`src/rtl/vga_scan_ctrl_if.sv`:
```
// Bus between the raster scan sequencer and its consumers (renderer, game logic).
// The speed field exists only when VGA_SCAN_SPEED_EN is defined.
interface vga_scan_ctrl_if #(
  parameter int X_W = 10,
  parameter int Y_W = 10
);
  logic           en;
`ifdef VGA_SCAN_SPEED_EN
  logic [1:0]     speed;
`endif
  logic           pix_en;
  logic [X_W-1:0] x;
  logic [Y_W-1:0] y;
  logic           hsync;
  logic           vsync;
  logic           active;
  logic           frame_start;
  logic           game_tick;

  modport master (
`ifdef VGA_SCAN_SPEED_EN
    input  speed,
`endif
    input  en,
    output pix_en, x, y, hsync, vsync, active, frame_start, game_tick
  );

  modport slave (
`ifdef VGA_SCAN_SPEED_EN
    output speed,
`endif
    output en,
    input  pix_en, x, y, hsync, vsync, active, frame_start, game_tick
  );
endinterface

```
`src/rtl/vga_scan_ctrl.sv`:
```
// Raster scan sequencer: pixel prescaler, cascaded x/y counters decoded into
// sync/blanking, plus a frame counter that issues game_tick.
// Optional macro VGA_SCAN_SPEED_EN adds a 2-bit speed input that shortens the
// game_tick period to max(1, TICK_FRAMES >> speed), sampled at frame_start.
module vga_scan_ctrl #(
  parameter int PIX_DIV     = 2,
  parameter int H_ACTIVE    = 640,
  parameter int H_FP        = 16,
  parameter int H_SYNC      = 96,
  parameter int H_BP        = 48,
  parameter int V_ACTIVE    = 480,
  parameter int V_FP        = 10,
  parameter int V_SYNC      = 2,
  parameter int V_BP        = 33,
  parameter int TICK_FRAMES = 8
) (
  input  logic            clk,
  input  logic            reset,
  vga_scan_ctrl_if.master bus
);
  localparam int H_TOTAL = H_ACTIVE + H_FP + H_SYNC + H_BP;
  localparam int V_TOTAL = V_ACTIVE + V_FP + V_SYNC + V_BP;
  localparam int X_W     = $clog2(H_TOTAL);
  localparam int Y_W     = $clog2(V_TOTAL);
  localparam int PS_W    = (PIX_DIV > 1) ? $clog2(PIX_DIV) : 1;
  localparam int FC_W    = (TICK_FRAMES > 1) ? $clog2(TICK_FRAMES) : 1;

  localparam logic [PS_W-1:0] PS_LAST     = PS_W'(PIX_DIV - 1);
  localparam logic [X_W-1:0]  X_LAST      = X_W'(H_TOTAL - 1);
  localparam logic [Y_W-1:0]  Y_LAST      = Y_W'(V_TOTAL - 1);
  // Last coordinate of each phase; phases are contiguous and in order.
  localparam logic [X_W-1:0]  H_ACT_LAST  = X_W'(H_ACTIVE - 1);
  localparam logic [X_W-1:0]  H_FP_LAST   = X_W'(H_ACTIVE + H_FP - 1);
  localparam logic [X_W-1:0]  H_SYN_LAST  = X_W'(H_ACTIVE + H_FP + H_SYNC - 1);
  localparam logic [Y_W-1:0]  V_ACT_LAST  = Y_W'(V_ACTIVE - 1);
  localparam logic [Y_W-1:0]  V_FP_LAST   = Y_W'(V_ACTIVE + V_FP - 1);
  localparam logic [Y_W-1:0]  V_SYN_LAST  = Y_W'(V_ACTIVE + V_FP + V_SYNC - 1);

  typedef enum logic [1:0] {HP_ACT, HP_FRONT, HP_SYNC, HP_BACK} h_phase_e;
  typedef enum logic [1:0] {VP_ACT, VP_FRONT, VP_SYNC, VP_BACK} v_phase_e;

  logic [PS_W-1:0] ps_q, ps_d;
  logic [X_W-1:0]  x_q, x_d;
  logic [Y_W-1:0]  y_q, y_d;
  logic [FC_W-1:0] fc_q, fc_d;
  logic            pix_en, x_wrap, frame_start, game_tick;
  logic [31:0]     period;
  h_phase_e        h_phase;
  v_phase_e        v_phase;

  // State register: all counters clear on reset and hold while en is low.
  always_ff @(posedge clk) begin
    if (!reset) begin
      ps_q <= '0;
      x_q  <= '0;
      y_q  <= '0;
      fc_q <= '0;
    end else begin
      ps_q <= ps_d;
      x_q  <= x_d;
      y_q  <= y_d;
      fc_q <= fc_d;
    end
  end

  // Next state: prescaler -> x -> y cascade, frame counter on frame_start.
  always_comb begin
    ps_d      = ps_q;
    x_d       = x_q;
    y_d       = y_q;
    fc_d      = fc_q;
    game_tick = 1'b0;

`ifdef VGA_SCAN_SPEED_EN
    period = 32'(TICK_FRAMES) >> bus.speed;
    if (period == 32'd0) period = 32'd1;
`else
    period = 32'(TICK_FRAMES);
`endif

    pix_en      = bus.en && (ps_q == PS_LAST);
    x_wrap      = pix_en && (x_q == X_LAST);
    frame_start = x_wrap && (y_q == Y_LAST);

    if (bus.en) ps_d = (ps_q == PS_LAST) ? '0 : ps_q + PS_W'(1);

    if (pix_en) x_d = x_wrap ? '0 : x_q + X_W'(1);
    if (x_wrap) y_d = (y_q == Y_LAST) ? '0 : y_q + Y_W'(1);

    // A shortened period can leave the counter beyond its new last value;
    // that frame wraps silently rather than issuing a late tick.
    if (frame_start) begin
      if (32'(fc_q) >= period) begin
        fc_d = '0;
      end else if (32'(fc_q) == period - 32'd1) begin
        fc_d      = '0;
        game_tick = 1'b1;
      end else begin
        fc_d = fc_q + FC_W'(1);
      end
    end
  end

  // Outputs: phase decode of the registered x/y, no added latency.
  always_comb begin
    if (x_q <= H_ACT_LAST)      h_phase = HP_ACT;
    else if (x_q <= H_FP_LAST)  h_phase = HP_FRONT;
    else if (x_q <= H_SYN_LAST) h_phase = HP_SYNC;
    else                        h_phase = HP_BACK;

    if (y_q <= V_ACT_LAST)      v_phase = VP_ACT;
    else if (y_q <= V_FP_LAST)  v_phase = VP_FRONT;
    else if (y_q <= V_SYN_LAST) v_phase = VP_SYNC;
    else                        v_phase = VP_BACK;

    bus.pix_en      = pix_en;
    bus.x           = x_q;
    bus.y           = y_q;
    bus.hsync       = (h_phase != HP_SYNC);
    bus.vsync       = (v_phase != VP_SYNC);
    bus.active      = (h_phase == HP_ACT) && (v_phase == VP_ACT);
    bus.frame_start = frame_start;
    bus.game_tick   = game_tick;
  end
endmodule

```
`src/flat_wrapper.sv`:
```
// flat-port wrapper written by rule: the top's interface ports become plain ports
module vga_scan_ctrl_flat 
#(
  parameter int PIX_DIV     = 2,
  parameter int H_ACTIVE    = 640,
  parameter int H_FP        = 16,
  parameter int H_SYNC      = 96,
  parameter int H_BP        = 48,
  parameter int V_ACTIVE    = 480,
  parameter int V_FP        = 10,
  parameter int V_SYNC      = 2,
  parameter int V_BP        = 33,
  parameter int TICK_FRAMES = 8
)
  (clk, reset, bus_en, bus_pix_en, bus_x, bus_y, bus_hsync, bus_vsync, bus_active, bus_frame_start, bus_game_tick);
  vga_scan_ctrl_if #(.X_W(10), .Y_W(10)) bus_i ();
  input  logic clk;
  input  logic reset;
  input wire logic [$bits(bus_i.en)-1:0] bus_en;
  output wire logic [$bits(bus_i.pix_en)-1:0] bus_pix_en;
  output wire logic [$bits(bus_i.x)-1:0] bus_x;
  output wire logic [$bits(bus_i.y)-1:0] bus_y;
  output wire logic [$bits(bus_i.hsync)-1:0] bus_hsync;
  output wire logic [$bits(bus_i.vsync)-1:0] bus_vsync;
  output wire logic [$bits(bus_i.active)-1:0] bus_active;
  output wire logic [$bits(bus_i.frame_start)-1:0] bus_frame_start;
  output wire logic [$bits(bus_i.game_tick)-1:0] bus_game_tick;
  assign bus_i.en = bus_en;
  assign bus_pix_en = bus_i.pix_en;
  assign bus_x = bus_i.x;
  assign bus_y = bus_i.y;
  assign bus_hsync = bus_i.hsync;
  assign bus_vsync = bus_i.vsync;
  assign bus_active = bus_i.active;
  assign bus_frame_start = bus_i.frame_start;
  assign bus_game_tick = bus_i.game_tick;
  vga_scan_ctrl #(.PIX_DIV(PIX_DIV), .H_ACTIVE(H_ACTIVE), .H_FP(H_FP), .H_SYNC(H_SYNC), .H_BP(H_BP), .V_ACTIVE(V_ACTIVE), .V_FP(V_FP), .V_SYNC(V_SYNC), .V_BP(V_BP), .TICK_FRAMES(TICK_FRAMES)) u_core (.clk(clk), .reset(reset), .bus(bus_i));
endmodule
```
`config.mk`:
```
export PLATFORM = sky130hd
export DESIGN_NAME = vga_scan_ctrl_flat
export DESIGN_NICKNAME = d
export VERILOG_FILES = /design/src/rtl/vga_scan_ctrl_if.sv /design/src/rtl/vga_scan_ctrl.sv /design/src/flat_wrapper.sv
export SDC_FILE = /design/constraint.sdc
export NUM_CORES = 1
export LEC_CHECK = 0
export CORE_ASPECT_RATIO = 1.2
export CORE_MARGIN = 5
export CORE_UTILIZATION = 49
export DETAILED_ROUTE_END_ITERATION = 8
export GPL_ROUTABILITY_DRIVEN = 0
export PLACE_DENSITY = 0.82
export SKIP_LAST_GASP = 1
export SYNTH_ARGS = -nofsm -noshare
export SYNTH_HDL_FRONTEND = slang
export SYNTH_SLANG_ARGS = --single-unit
```
`constraint.sdc`:
```
create_clock -name clk -period 2.6 [get_ports clk]
set_input_delay 0.52 -clock clk [delete_from_list [all_inputs] [get_ports clk]]
set_output_delay 0.52 -clock clk [all_outputs]
set_load 0.05 [all_outputs]
```
# ---- Yosys cells after proc, flatten, opt, wreduce, memory -nomap -nowiden
# Index checks and enable logic that the tools add are counted.
dict set report word_totals {
  ff_bits 24
  input_bits 3
  output_inout_bits 26
  wordCells 37
}
dict set report classes {
  addsub 4
  magnitude_cmp 6
  eq_ne 5
  mux 12
  reduce_logical 6
}
# operator count
set ops {}
lappend ops {{$le 10x10->1 const B} 3}
lappend ops {{$le 10x9->1 const B} 3}
lappend ops {{$add 10x1->10 const B} 2}
lappend ops {{$eq 10x10->1 const B} 2}
lappend ops {{$mux 10} 2}
lappend ops {{$mux 2} 4}
lappend ops {{$mux 1} 5}
lappend ops {{$logic_and 1x1->1} 4}
lappend ops {{$logic_not 2->1} 2}
lappend ops {{$ne 2x2->1 const B} 2}
lappend ops {{$add 3x1->3 const B} 1}
lappend ops {{$eq 3x3->1 const B} 1}
lappend ops {{$mux 3} 1}
lappend ops {{$add 1x1->1 const B} 1}

# ---- Depth between registers and ports, before layout
dict set report logic_depth {
  ltp_word 6
  ltp_mapped 8
  depth_no_buf 6
}

# ---- Worst setup path after synthesis
# Ideal clock, no wire load.
dict set report synth_path {
  path_type {reg2out}
  start {register u_core.x_q[0] (netlist: u_core.bus.x[0])}
  end {output port bus_frame_start}
  arrival_time_ns 2.697
  required_ns 2.080
  path_slack_ns -0.617
  path_stages_with_launch 8
  n_path_buf 3
  cell_sequence {dfxtp_1 > ha_1 > nand3_4 > or4_1 > buf_2 > buf_6 > clkbuf_1 > nor2_1}
}
dict set report synth_between {
  elab_chain_len 3
}
# element line
set synth_lines {}
lappend synth_lines {{from (decl)} vga_scan_ctrl.sv:43} ;# logic [X_W-1:0] x_q, x_d;
lappend synth_lines {{from (signal assigned)} vga_scan_ctrl.sv:55} ;# x_q <= '0;
lappend synth_lines {{from (signal assigned)} vga_scan_ctrl.sv:60} ;# x_q <= x_d;
lappend synth_lines {{$eq 10x10->1} vga_scan_ctrl.sv:82} ;# x_wrap = pix_en && (x_q == X_LAST);
lappend synth_lines {{$logic_and 1x1->1} vga_scan_ctrl.sv:82}
lappend synth_lines {{$logic_and 1x1->1} vga_scan_ctrl.sv:83} ;# frame_start = x_wrap && (y_q == Y_LAST);
lappend synth_lines {{to (decl)} flat_wrapper.sv:26} ;# output wire logic [$bits(bus_i.frame_start)-1:0] bus_frame_start;
# Every way passes these cells.

# ---- Worst setup path after layout
dict set report layout_path {
  start {register u_core.y_q[0] (netlist: u_core.bus.y[0])}
  end {output port bus_game_tick}
}
dict set report layout_between {
  elab_chain_len 3
}
# element line
set layout_lines {}
lappend layout_lines {{from (decl)} vga_scan_ctrl.sv:44} ;# logic [Y_W-1:0] y_q, y_d;
lappend layout_lines {{from (signal assigned)} vga_scan_ctrl.sv:61} ;# y_q <= y_d;
lappend layout_lines {{$eq 10x10->1} vga_scan_ctrl.sv:83}
lappend layout_lines {{$logic_and 1x1->1} vga_scan_ctrl.sv:83}
lappend layout_lines {{$mux 1} vga_scan_ctrl.sv:92} ;# if (frame_start) begin
lappend layout_lines {{to (decl)} flat_wrapper.sv:27} ;# output wire logic [$bits(bus_i.game_tick)-1:0] bus_game_tick;
# Every way passes these cells.

==> results.md <==
* Leakage power at ~0.55 nW
* Wirelength per Cell at between 10 and 15 um
* CTS Buffer Depth at 2
* Post-DP HPWL at about 2.4 mm
* Clock-pin slew on the worst setup and hold paths at around 130 ps
* Synth top area cells: dfxtp_1 38%, a21oi_1 6.4%, ha_1 6.0%
* Synth area leader: dfxtp_1
* Synth warn at 0
* Number of diodes at 0
* Design Power at just under 0.0006 W
* Critical Path End Type: output port
* MaxCap Viol Count at 0
* Distinct cells, synth at 34
* Core area at 2500 um^2
* Crit path time final at 2520 ps
* Final period util at between 90% and 100%
* Chip width at around 56 um
* Worst Setup Start Kind: flop
* Area growth from synthesis to layout at 36.0%
* Gr usage total at between 15 and 20%
* First-pass GRT wire length at approximately 5 mm
* # IOs at 29
* Mapped Cells at 150
* NumNets Final at about 200
* Syn nets at 159
* Initial antenna violation count at 0
* Pin count of the biggest net entering global routing at 18
* Full die area at around 3700 um^2
* Mapped Area at about 1300 um^2
* Final Setup Violations at 0
* Vias in the first global route at between 1000 and 1500
* Syn avg cell area at roughly 8.3 um^2
* Worst min-delay path category: flop to flop
* Fin. max-slew vios at 0
* Pre-CTS setup slack at -93.5 ps
* Status: finished, final reports clean
* Initial Util at between 50 and 60%
* Data arrival, critical path at around 2000 ps
* Worst setup margin at roughly 84 ps
* DR iter-0 viols at 16
* Peak VDD IR at between 0.4 and 0.5 mV
* Crit path required time at between 2000 and 2500 ps
* GRT Residual Overflow at 0
* Commonest non-fill, non-tap cell in the layout: clkdlybuf4s50_1
* Fmax at a little under 400 MHz
* Commonest cells after routing, fill and taps aside: 23 x clkdlybuf4s50_1, 19 x dfxtp_1, 16 x a21oi_1, 15 x nand2_1, 9 x nor2_1
* Residual DRC at 0
* CTS tree: done
* Post-DRT Antenna Nets at 0
* Worst-Skew Late Latency at approximately 320 ps
* H-tree level count at 1
* Root buf cell: clkbuf_4
* Die Height at between 60 and 70 um
* Storage element area at 492 um^2
* Util after Layout at about 68%
* Hold Slack at around 500 ps
* Sequential area share after synthesis at around two fifths
* Via Count at between 1000 and 1500
* CP Max Fanout at 7
* PortBufs at 28
* Vias/cell at approximately 6
* Area taken by multi-input logic gates at between 700 and 800 um^2
* PwrDens at approximately 340 nW/um^2
* Rel. slew slack at between 60% and 70%
* DRT Pass-1 Iters at 4
* #FFs+latches synth at 24
* Share of post-route cells with drive strength above 1 at 15.1%
* Tightest Pin Transition at between 500 and 600 ps
* Clock skew at 3.33 ps
* Fin. Hold Viols at 0
* Num CTS Buffers at 3
* Post-synth top area share at between 30% and 40%
* Clk sink count at 24
* Fillers at roughly 220
* Critical path class: flop to output port
* WL final at roughly 3.2 mm
* Cell row count at 20
[worst paths after layout]
| kind | from | to | slack [ps] | cells after the start |
|---|---|---|---|---|
| worst max-delay path | u_core.bus.y[0] | bus_game_tick | 80 | 6 |
| worst min register to register | u_core.fc_q[2] | u_core.fc_q[2] | 500 | 2 |
| worst min-delay path | u_core.fc_q[2] | u_core.fc_q[2] | 500 | 2 |
| worst max register to register | u_core.bus.x[0] | u_core.bus.y[5] | 430 | 6 |
[stage by stage]
step	area (um^2)	cells	setup TNS, ps
floorplan	1270	150	0
global placement	1640	213	-258
detailed placement	1640	213	-529
CTS	1680	218	-3.25
global route	1700	218	-18.7
finish	1700	218	0
[cells in the mapped netlist (all sizes together)]
master	count
nand3	9
and2	2
nand4b	1
nand2	16
nor4	3
inv	6
or2	1
xnor2	5
a21oi	16
dfxtp	24
o21ai	8
nor3	4
and4	3
o21a	2
buf	2
or3	5
nor2	10
o31ai	5
ha	6
or4	7
and3	1
nand4	7
xor2	3
clkbuf	2
nor4bb	1
nor2b	1
[power by group]
part / switching [W] / internal, W / total, W
combinational: 0.0000218 / 0.0000141 / 0.0000359
sequential: 0.00000488 / 0.000370 / 0.000375
clock: 0.000116 / 0.0000564 / 0.000172
total: 0.000142 / 0.000440 / 0.000582
[cell type report]
type / instances / area share, %
multi-input cells: 116 / 44.5
flip-flops and latches: 24 / 28.9
repair buffers: 35 / 21.4
well taps: 33 / 2.42
clock buffers: 3 / 1.32
inverters: 6 / 1.32
clock inverters: 1 / 0.220
[worst max-delay path, stage by stage, from the launching register on]
cell,delay [ps]
dfxtp_1,390
inv_1,100
ha_1,170
nor4bb_1,350
and4_1,310
and3_4,220
buf_12,130
[metal layers]
metal	up-vias	wire length, um	global-route usage (%)
li1	620	-	-
met2	50	1620	31.9
met5	-	0	0
met3	10	163	4.32
met4	0	110	11.3
met1	596	1270	18.5
[cells by family (layout without fill, tap and decap cells)]
group,Yosys count,after routing,synth area share (%)
flip-flops,24,24,38.4
buffers and inverters,10,45,3.70
adder cells (fa/ha/maj),6,6,5.99
AND/OR/NAND/NOR,71,71,32.3
XOR/XNOR,8,8,5.59
AO/OA/AOI/OAI,31,31,14.1
[timing repair]
action / in CTS / in global routing
pin swaps: 1 / 0
setup buffers: 1 / 0
hold buffers: 0 / 0
gates resized for setup: 2 / 4
setup endpoints to repair: 3 / 3
[state kept, by name, summed over array words and instances, names as in the netlist]
register / cells
u_core.bus.x: 10
u_core.bus.y: 10
u_core.fc_q: 3
u_core.ps_q: 1
Note: power is estimated with default switching activity, not from simulation.
